--- config.mk ---
export PLATFORM = sky130hd
export DESIGN_NAME = fire_sequencer
export DESIGN_NICKNAME = d
export VERILOG_FILES = /design/src/rtl/fire_sequencer.sv
export SDC_FILE = /design/constraint.sdc
export NUM_CORES = 1
export LEC_CHECK = 0
export CORE_UTILIZATION = 35
export DETAILED_ROUTE_END_ITERATION = 16
export PLACE_DENSITY = 0.57
export SLEW_MARGIN = 0
export SYNTH_ARGS = -nofsm -noshare
export SYNTH_HDL_FRONTEND = slang
export SYNTH_SLANG_ARGS = --single-unit
--- constraint.sdc ---
create_clock -name clk -period 2.24 [get_ports clk]
set_clock_uncertainty 0.05 [all_clocks]
set_input_delay 0.448 -clock clk [delete_from_list [all_inputs] [get_ports clk]]
set_output_delay 0.448 -clock clk [all_outputs]
set_load 0.01 [all_outputs]
--- src/rtl/fire_sequencer.sv ---
// rtl/fire_sequencer.sv - trigger/reload sequencer producing rate-limited fire pulses, bursts and timed reload
module fire_sequencer #(
  parameter int N             = 9,
  parameter int COOLDOWN      = 4,
  parameter int BURST_LEN     = 3,
  parameter int RELOAD_CYCLES = 8
) (
  input  logic         clk,
  input  logic         rst,
  input  logic         trigger,
  input  logic         attack_mode,
  input  logic         burst_en,
  input  logic [N-1:0] ammo,
  input  logic         reload_req,
  input  logic [N-1:0] magazine,
  output logic         fire,
  output logic         load,
  output logic [N-1:0] ammo_in,
  output logic         reloading,
  output logic         busy,
  output logic         dry_fire
);

  localparam int MAX_CB = (COOLDOWN > BURST_LEN) ? COOLDOWN : BURST_LEN;
  localparam int MAXP   = (MAX_CB > RELOAD_CYCLES) ? MAX_CB : RELOAD_CYCLES;
  localparam int CW     = $clog2(MAXP) + 1;

  localparam logic [CW-1:0] COOL_INIT   = CW'(COOLDOWN - 1);
  localparam logic [CW-1:0] RELOAD_INIT = CW'(RELOAD_CYCLES - 1);
  localparam logic [CW-1:0] BURST_INIT  = CW'(BURST_LEN);
  localparam logic [CW-1:0] ONE         = CW'(1);

  typedef enum logic [1:0] {IDLE, FIRE, COOL, RELOAD} state_t;

  state_t        state;
  logic [CW-1:0] shots;
  logic [CW-1:0] ccnt;
  logic [CW-1:0] rcnt;
  logic          trig_q;
  logic          reload_pend;

  logic trig_rise;
  logic can_fire;

  assign trig_rise = trigger & ~trig_q;
  assign can_fire  = attack_mode & (ammo != '0);

  always_ff @(posedge clk or negedge rst) begin
    if (!rst) begin
      state       <= IDLE;
      shots       <= '0;
      ccnt        <= '0;
      rcnt        <= '0;
      trig_q      <= 1'b0;
      reload_pend <= 1'b0;
      fire        <= 1'b0;
      load        <= 1'b0;
      ammo_in     <= '0;
      reloading   <= 1'b0;
      busy        <= 1'b0;
      dry_fire    <= 1'b0;
    end else begin
      trig_q   <= trigger;
      fire     <= 1'b0;
      load     <= 1'b0;
      dry_fire <= 1'b0;
      ammo_in  <= '0;

      case (state)
        IDLE: begin
          if (reload_req) begin
            state       <= RELOAD;
            rcnt        <= RELOAD_INIT;
            reloading   <= 1'b1;
            busy        <= 1'b1;
            reload_pend <= 1'b0;
            // A one-cycle reload issues its load strobe on the entry cycle itself.
            if (RELOAD_INIT == '0) begin
              load    <= 1'b1;
              ammo_in <= magazine;
            end
          end else if (trig_rise && can_fire) begin
            state <= FIRE;
            shots <= burst_en ? BURST_INIT : ONE;
            fire  <= 1'b1;
            busy  <= 1'b1;
          end else if (trig_rise) begin
            dry_fire <= 1'b1;
          end
        end

        FIRE: begin
          state <= COOL;
          ccnt  <= COOL_INIT;
          if (shots != '0) shots <= shots - ONE;
          if (reload_req) reload_pend <= 1'b1;
        end

        COOL: begin
          if (reload_req) reload_pend <= 1'b1;
          if (ccnt != '0) begin
            ccnt <= ccnt - ONE;
          end else if (reload_pend || reload_req) begin
            state       <= RELOAD;
            rcnt        <= RELOAD_INIT;
            reloading   <= 1'b1;
            reload_pend <= 1'b0;
            shots       <= '0;
            if (RELOAD_INIT == '0) begin
              load    <= 1'b1;
              ammo_in <= magazine;
            end
          end else if ((shots != '0) && trigger && can_fire) begin
            state <= FIRE;
            fire  <= 1'b1;
          end else begin
            state <= IDLE;
            shots <= '0;
            busy  <= 1'b0;
          end
        end

        RELOAD: begin
          if (rcnt != '0) begin
            rcnt <= rcnt - ONE;
            // Load is registered, so it is raised on the edge that enters the final count.
            if (rcnt == ONE) begin
              load    <= 1'b1;
              ammo_in <= magazine;
            end
          end else begin
            state     <= IDLE;
            reloading <= 1'b0;
            busy      <= 1'b0;
          end
        end

        default: begin
          state     <= IDLE;
          reloading <= 1'b0;
          busy      <= 1'b0;
        end
      endcase
    end
  end

endmodule
# [Word-level counts from Yosys, hierarchy flattened]
# Index checks and enable logic that the tools add are counted.
# W data, S select, Z words.
[word_totals] ff_bits=30 in_bits=24 output_inout_bits=14 word_cells=108
[op_classes] n_addsub=3 n_eq_ne=17 muxes=54 bitwise_logic=3 reduce_logical=19
[ops] operator="$mux W4" count=11
[ops] operator="$mux W9" count=3
[ops] operator="$mux W1" count=26
[ops] operator="$pmux W4 S3" count=2
[ops] operator="$ne A2 B2 Y1 const B" count=11
[ops] operator="$mux W2" count=6
[ops] operator="$reduce_and A6 Y1" count=2
[ops] operator="$reduce_bool A4 Y1" count=3
[ops] operator="$sub A4 B1 Y4 const B" count=3
[ops] operator="$reduce_and A5 Y1" count=2
[ops] operator="$pmux W1 S3" count=3
[ops] operator="$reduce_bool A9 Y1" count=1
[ops] operator="$pmux W2 S4" count=1
[ops] operator="$pmux W4 S2" count=1
[ops] operator="$ne A3 B3 Y1 const B" count=2
[ops] operator="$reduce_bool A3 Y1" count=2
[ops] operator="$eq A2 B2 Y1 const B" count=2
[ops] operator="$eq A4 B1 Y1 const B" count=1
[ops] operator="$reduce_and A2 Y1" count=2
[ops] operator="$logic_and A1 B1 Y1" count=3
[ops] operator="$reduce_and A3 Y1" count=1
[ops] operator="$and A1 B1 Y1" count=2
[ops] operator="$eq A2 B1 Y1 const B" count=1
[ops] operator="$logic_not A2 Y1" count=1
[ops] operator="4 further kinds" count=4

# [Depth between registers and ports, before layout]
# Gate-level depths: netlist of run 1.
[depth] ltp_word=7 depth_mapped=7 ltp_nobuf=7

# [Worst setup path before layout of run 1]
# Ideal clock, no wire load.
[synth_timing] kind="in2reg" start="input ammo[4]" end="register shots[0]" arrival_time_ns=1.886 t_required_ns=2.095 setup_slack_ns=0.209 stages=5 path_cell_list="or4_4 o31ai_4 o41ai_2 or2_4 o31ai_1"
[synth_between] elab_chain_cells=5 word_cells_on_any_way=7
[synth_rtl] item="from (decl)" line="13" text="input logic [N-1:0] ammo,"
[synth_rtl] item="$reduce_bool A9 Y1 *" line="46" text="assign can_fire = attack_mode & (ammo != '0);"
[synth_rtl] item="$and A1 B1 Y1 *" line="46"
[synth_rtl] item="$logic_and A1 B1 Y1, on equally long branches" line="113, 82"
[synth_rtl] item="$ne A3 B3 Y1 (no source line) or $ne A2 B2 Y1 (tied branches)"
[synth_rtl] item="$reduce_and A6 Y1 (no source line) *"
[synth_rtl] item="to (signal assigned)" line="84" text="shots <= burst_en ? BURST_INIT : ONE;"
[synth_rtl] item="to (signal assigned)" line="95" text="if (shots != '0) shots <= shots - ONE;"
[synth_rtl] item="to (decl)" line="36" text="logic [CW-1:0] shots;"
# Mark *: on every way between the ends. The rest lies on a longest branch, timed or not.
# A chain may end at the register's enable or synchronous reset.

# [Worst setup path in the final report of run 1]
# Ends and elaborated chain as after synthesis.

==> out/qor.txt, run 1 <==
Longest Clk Path Bufs = 2
CTS Buf Count = 5
Antenna violations before repair = 0
Power Dens Cells = 1070 mW/mm^2
Final hold vios = 0
Run status = finished clean
Leak = 0.983 nW
Ys async rst share = 1.00
Peak VDD IR = 487 uV
Largest net degree at the start of global routing = 31
Global-route wire length before repair = 5.64 mm
Crit end category = register
Reg-to-reg endpoint = busy
Slew @ Worst Pin = 712 ps
Die width = 70.1 um
Core Area = 0.00441 mm^2
Syn_nets = 190
Syn Std Cell Area = 0.00163 mm^2
Max_cap viols = 0
Most frequent cells in the layout = 37 x clkdlybuf4s50_1, 30 x dfrtp_1, 15 x inv_1
Diode count = 0
Post-route minimum period = 2200 ps
Worst Setup SP = ammo[4]
Synth Instances = 155
Routed wire per std cell = 13.5 um
Yosys Warn Count = 0
Starting Density = 0.368
Seq/Total Area, Yosys = 0.462
Ratio of cells with drive above 1 in the final layout = 0.161
Total track usage = 0.146
Worst Path Arrival = 2340 ps
FF+latch count, synth = 30
Clk sink count = 30
RSZ-0062 raised after global routing = yes
Crit Path Max Fanout = 5
Port bufs = 37
Post-route DRC = 0
EDFF count, synth = 0
Critical R2R Launch = rcnt[0]
Slew Viols, Final = 0
Nets = 240
CTS root buf = clkbuf_8
Min Hold Slack = 456 ps
Vias in the first global route = 1256
Worst Hold Class = reg -> reg
Total negative slack = 0 ps
Critical Path Source Type = primary input
Routed WL = 3.48 mm
Via Count = 1342
Die area = 0.00492 mm^2
Avg Cell Area, Syn = 10.5 um^2
Rows = 24
Fmax = 454 MHz
Die Span Y = 70.1 um
Clk slew on worst S/H paths = 60 ps
Critical Path RT = 2370 ps
Worst Setup EP = shots[0]
Internal reg-to-reg setup slack = 80 ps
H-Tree Depth = 2
Prevailing post-synth register cell = dfrtp_1
Final setup fails = 0
Top Ports = 38
Synthesis-to-layout area growth = 35.6%
1st-pass router iterations = 4
DP HPWL = 2.63 mm
Placed instance area = 0.00208 mm^2
Final GP Congestion = 0.814
Rel. slew slack = 0.524
DR iter-0 viols = 54
Clk_lat worst skew = 280 ps
Fin area = 0.00220 mm^2
CTS tree = yes
Total grt overflow = 0
Tcrit/Tclk final = 0.984
Post-DR vias/cell = 5.22
Cell variety after synth = 48
CP Class = in -> reg
Most common cell after layout, fill and taps aside = clkdlybuf4s50_1
ANT nets after route = 0
Reg2Reg Depth = 7
[area by class of cell]
type                       instances  area (um^2)
clock buffer                       5         68.8
clock inverter                     2         10.0
fill                             393         2210
inverter                          15         56.3
multi-input combinational        106          807
sequential                        30          751
tap                               52         65.1
timing repair buffer              47          445
[synth_stat cells, types with 2 or more instances]
| cell | number | area [um^2] |
|---|---|---|
| dfrtp_1 | 30 | 751 |
| inv_1 | 15 | 56.3 |
| and2_1 | 11 | 68.8 |
| ha_1 | 11 | 138 |
| o21ai_0 | 9 | 45.0 |
| nor2_1 | 8 | 30.0 |
| nand2_1 | 7 | 26.3 |
| a21oi_1 | 6 | 30.0 |
| nor3_1 | 5 | 25.0 |
| o22ai_1 | 4 | 25.0 |
| o31ai_1 | 4 | 30.0 |
| nand3b_1 | 3 | 22.5 |
| a211o_1 | 2 | 17.5 |
| a22oi_1 | 2 | 15.0 |
| buf_4 | 2 | 15.0 |
| nand3_1 | 2 | 10.0 |
| nor3b_1 | 2 | 15.0 |
| o211ai_1 | 2 | 15.0 |
[worst min path at each step]
stage                          from         end  slack (ps)  depth (start not counted)
after CTS                   ccnt[0]     ccnt[0]         450                          1
after global placement      ccnt[0]     ccnt[0]         440                          1
final                     reloading   reloading         460                          2
after global routing           busy        busy         490                          1
after floorplan                 rst  ammo_in[0]         100                          0
after detailed placement    ccnt[0]     ccnt[0]         440                          1
[cells by family after synthesis]
kind of cell | after synthesis | share of synthesized area
DFF | 30 | 0.462
xor gates and xnor gates | 2 | 0.0108
and+or+nand+nor | 54 | 0.202
buffers and inverters | 19 | 0.0531
adders and majority gates | 11 | 0.0847
AOI/OAI and AO/OA | 38 | 0.180
muxes | 1 | 0.00693
[critical path: stages]
cell             delay [ps]
clkdlybuf4s50_1         400
or4_4                   560
o31ai_4                 270
o41ai_2                 140
or2_4                   290
o31ai_1                 240
[flip-flops by register name, summed over array words and instances (netlist names), 2 cells and up]
name	cells
ammo_in	9
ccnt	4
rcnt	4
shots	4
state	2
[metal layers]
metal,track usage,up-vias,share of wire
met5,0,-,0
met4,0.0422,0,0.0095
met3,0.0505,4,0.039
met2,0.248,28,0.51
met1,0.175,656,0.44
li1,-,654,-
[power by group]
group	switching [mW]	internal [mW]
sequential	0.105	0.661
combinational	0.614	0.561
clock	0.199	0.208
total	0.918	1.43
[stage by stage]
stage	total power [mW]	cells	setup WS (ps)	utilization
after floorplan	1.56	155	209	-
after global placement	1.82	246	-203	0.470
after detailed placement	1.87	246	-284	0.470
after CTS	2.30	253	30.7	0.490
after global routing	2.53	257	-12.2	0.499
final	2.35	257	35.7	0.499
[what timing repair did]
action                                  in CTS  in global routing
hold buffers                                 0                  0
gates resized for setup                      1                  4
setup buffers                                0                  4
endpoints found under the setup margin       1                 10
No activity file was read; power rests on OpenSTA's default activity.
==> run 2, diff against run 1 <==
--- a/config.mk
+++ b/config.mk
@@ -6,7 +6,9 @@
 export NUM_CORES = 1
 export LEC_CHECK = 0
+export ABC_CLOCK_PERIOD_IN_PS = 2240
 export CORE_UTILIZATION = 35
 export DETAILED_ROUTE_END_ITERATION = 16
 export PLACE_DENSITY = 0.57
+export SETUP_SLACK_MARGIN = 0.5
 export SLEW_MARGIN = 0
 export SYNTH_ARGS = -nofsm -noshare
==> constraint.sdc (replaced) <==
create_clock -name clk -period 2.24 [get_ports clk]
set_clock_uncertainty 0.05 [all_clocks]
set_input_delay 0.56 -clock clk [delete_from_list [all_inputs] [get_ports clk]]
set_output_delay 0.56 -clock clk [all_outputs]
set_load 0.01 [all_outputs]
==> out/qor.txt, run 2 (synthesized netlist as in run 1, its figures left out) <==
Run status = finished clean
Die Span Y = 70.1 um
Die width = 70.1 um
Vias in the first global route = 1467
Routed wire per std cell = 15.2 um
Post-route minimum period = 2120 ps
Number of cells on the critical path = 8
CP peak stage delay = 400 ps
Buf+Inv Stages, Crit Path = 2
Cell family with the largest share of critical-path delay = simple AND/OR/NAND/NOR gates
Most flops, register = ammo_in
Fmax = 471 MHz
CP max stage cell = dfrtp_1
Power Dens Cells = 1170 mW/mm^2
Area of the multi-input gates = 0.00101 mm^2
Final hold vios = 0
Reg-to-reg endpoint = shots[0]
Total grt overflow = 0
Nets = 280
Worst Path Arrival = 2260 ps
Clk slew on worst S/H paths = 70 ps
Slew Viols, Final = 0
DP Worst Slack = -427 ps
Post-DR vias/cell = 5.16
Crit Path Max Fanout = 4
Tcrit/Tclk final = 0.948
Filler cells = 365
PnR worst setup slack = 116 ps
Internal reg-to-reg setup slack = 120 ps
Ratio of cells with drive above 1 in the final layout = 0.435
Register area = 752 um^2
Longest Clk Path Bufs = 2
Global-route wire length before repair = 6.99 mm
Worst Hold Class = in -> reg
Diode count = 0
Core Area = 0.00441 mm^2
Total track usage = 0.183
Starting Density = 0.368
CTS tree = yes
Largest net degree at the start of global routing = 31
Fin util = 0.622
Worst Setup EP = shots[0]
RSZ-0062 raised after global routing = yes
Via Count = 1537
Synthesis-to-layout area growth = 68.8%
DP HPWL = 2.79 mm
Routed WL = 4.53 mm
Worst Setup SP = ccnt[1]
Max reg flops = 9
Crit end category = register
Leak = 1.33 nW
Critical R2R Launch = ccnt[1]
H-Tree Depth = 2
Post-route DRC = 0
Clk sink count = 30
Reg2Reg Depth = 8
Port bufs = 37
Antenna violations before repair = 0
CP Cell Sequence = inv_2 > ha_1 > or3b_4 > buf_6 > a221oi_4 > o41ai_4 > or2_4 > o31ai_4
CP Class = reg -> reg
1st-pass router iterations = 4
Most frequent cells in the layout = 38 x buf_4, 29 x dfrtp_1, 15 x dlygate4sd2_1
Rows = 24
ANT nets after route = 0
Critical Path Source Type = register
Final GP Congestion = 0.830
Slew @ Worst Pin = 400 ps
DR iter-0 viols = 62
Most common cell after layout, fill and taps aside = buf_4
Peak VDD IR = 940 uV
CTS Buf Count = 5
CTS root buf = clkbuf_8
Rel. slew slack = 0.733
Max_cap viols = 0
Critical Path RT = 2380 ps
Clk_lat worst skew = 280 ps
Top Ports = 38
Final setup fails = 0
Die area = 0.00492 mm^2
==> run 2: changes by cell type in the layout (fill, tap and decap cells not counted), moves of 3 or more <==
cell | before | now
dlymetal6s2s_1 | 0 | 4
inv_1 | 15 | 8
o21ai_2 | 0 | 3
clkdlybuf4s50_1 | 37 | 13
inv_2 | 0 | 7
ha_1 | 10 | 6
buf_6 | 0 | 12
o31ai_1 | 4 | 0
o21ai_0 | 9 | 4
buf_4 | 10 | 38
ha_4 | 0 | 3
dlygate4sd2_1 | 0 | 15
==> run 2: timing repair <==
action / CTS / global route
resized for setup: 53 / 33
pin swaps: 12 / 23
setup buffers: 14 / 23
hold buffers: 0 / 0
cloned: 1 / 0
setup endpoints to repair: 28 / 19
==> run 2: routing by layer <==
layer  track usage  vias to the layer above  wire length, um
li1              -                      730                -
met1         0.210                      751             1830
met2         0.314                       46             2390
met3        0.0606                       10              207
met4        0.0689                        0              105
met5             0                        -                0
==> run 2: worst min-delay path by stage <==
stage,start,to,slack (ps),cells after the start
global placement,reloading,reloading,430,2
floorplan,rst,ammo_in[0],210,0
CTS,reloading,reloading,460,2
finish,trigger,trig_q,430,1
detailed placement,reloading,reloading,440,2
global route,trigger,trig_q,450,1
==> run 2: per-stage QoR <==
stage	instances	TNS (ps)	hold WS (ps)	power, mW	area, um^2
finish	298	0	425	3.21	2740
global route	298	0	449	3.42	2740
CTS	275	0	458	2.87	2470
detailed placement	252	-2270	439	2.04	2170
global placement	252	-1890	432	1.98	2170
floorplan	155	0	214	1.67	1680
==> run 2: area by class of cell <==
cell class	instances	area share
clock buffer	6	0.0301
timing repair buffer	87	0.280
sequential	30	0.274
tap	52	0.0237
multi-input combinational	106	0.368
clock inverter	2	0.00456
inverter	15	0.0205
==> run 2: worst register-to-register path: cells and delay by family, from the launching register on <==
| kind | cells | cell delay [ps] |
|---|---|---|
| AOI/OAI and AO/OA | 3 | 580 |
| adders and majority gates | 1 | 130 |
| buffers and inverters | 2 | 200 |
| DFF | 1 | 400 |
| and+or+nand+nor | 2 | 660 |
==> run 2: power breakdown <==
group	internal, mW	switching, mW
logic	1.04	0.916
registers	0.663	0.132
clock network	0.247	0.213
total	1.95	1.26
==> run 3, diff against run 2 <==
Settings changed: CTS_CLUSTER_SIZE set to 8.
==> results of run 3 <==
Final layout, timing and power as in run 2 (identical DEF).
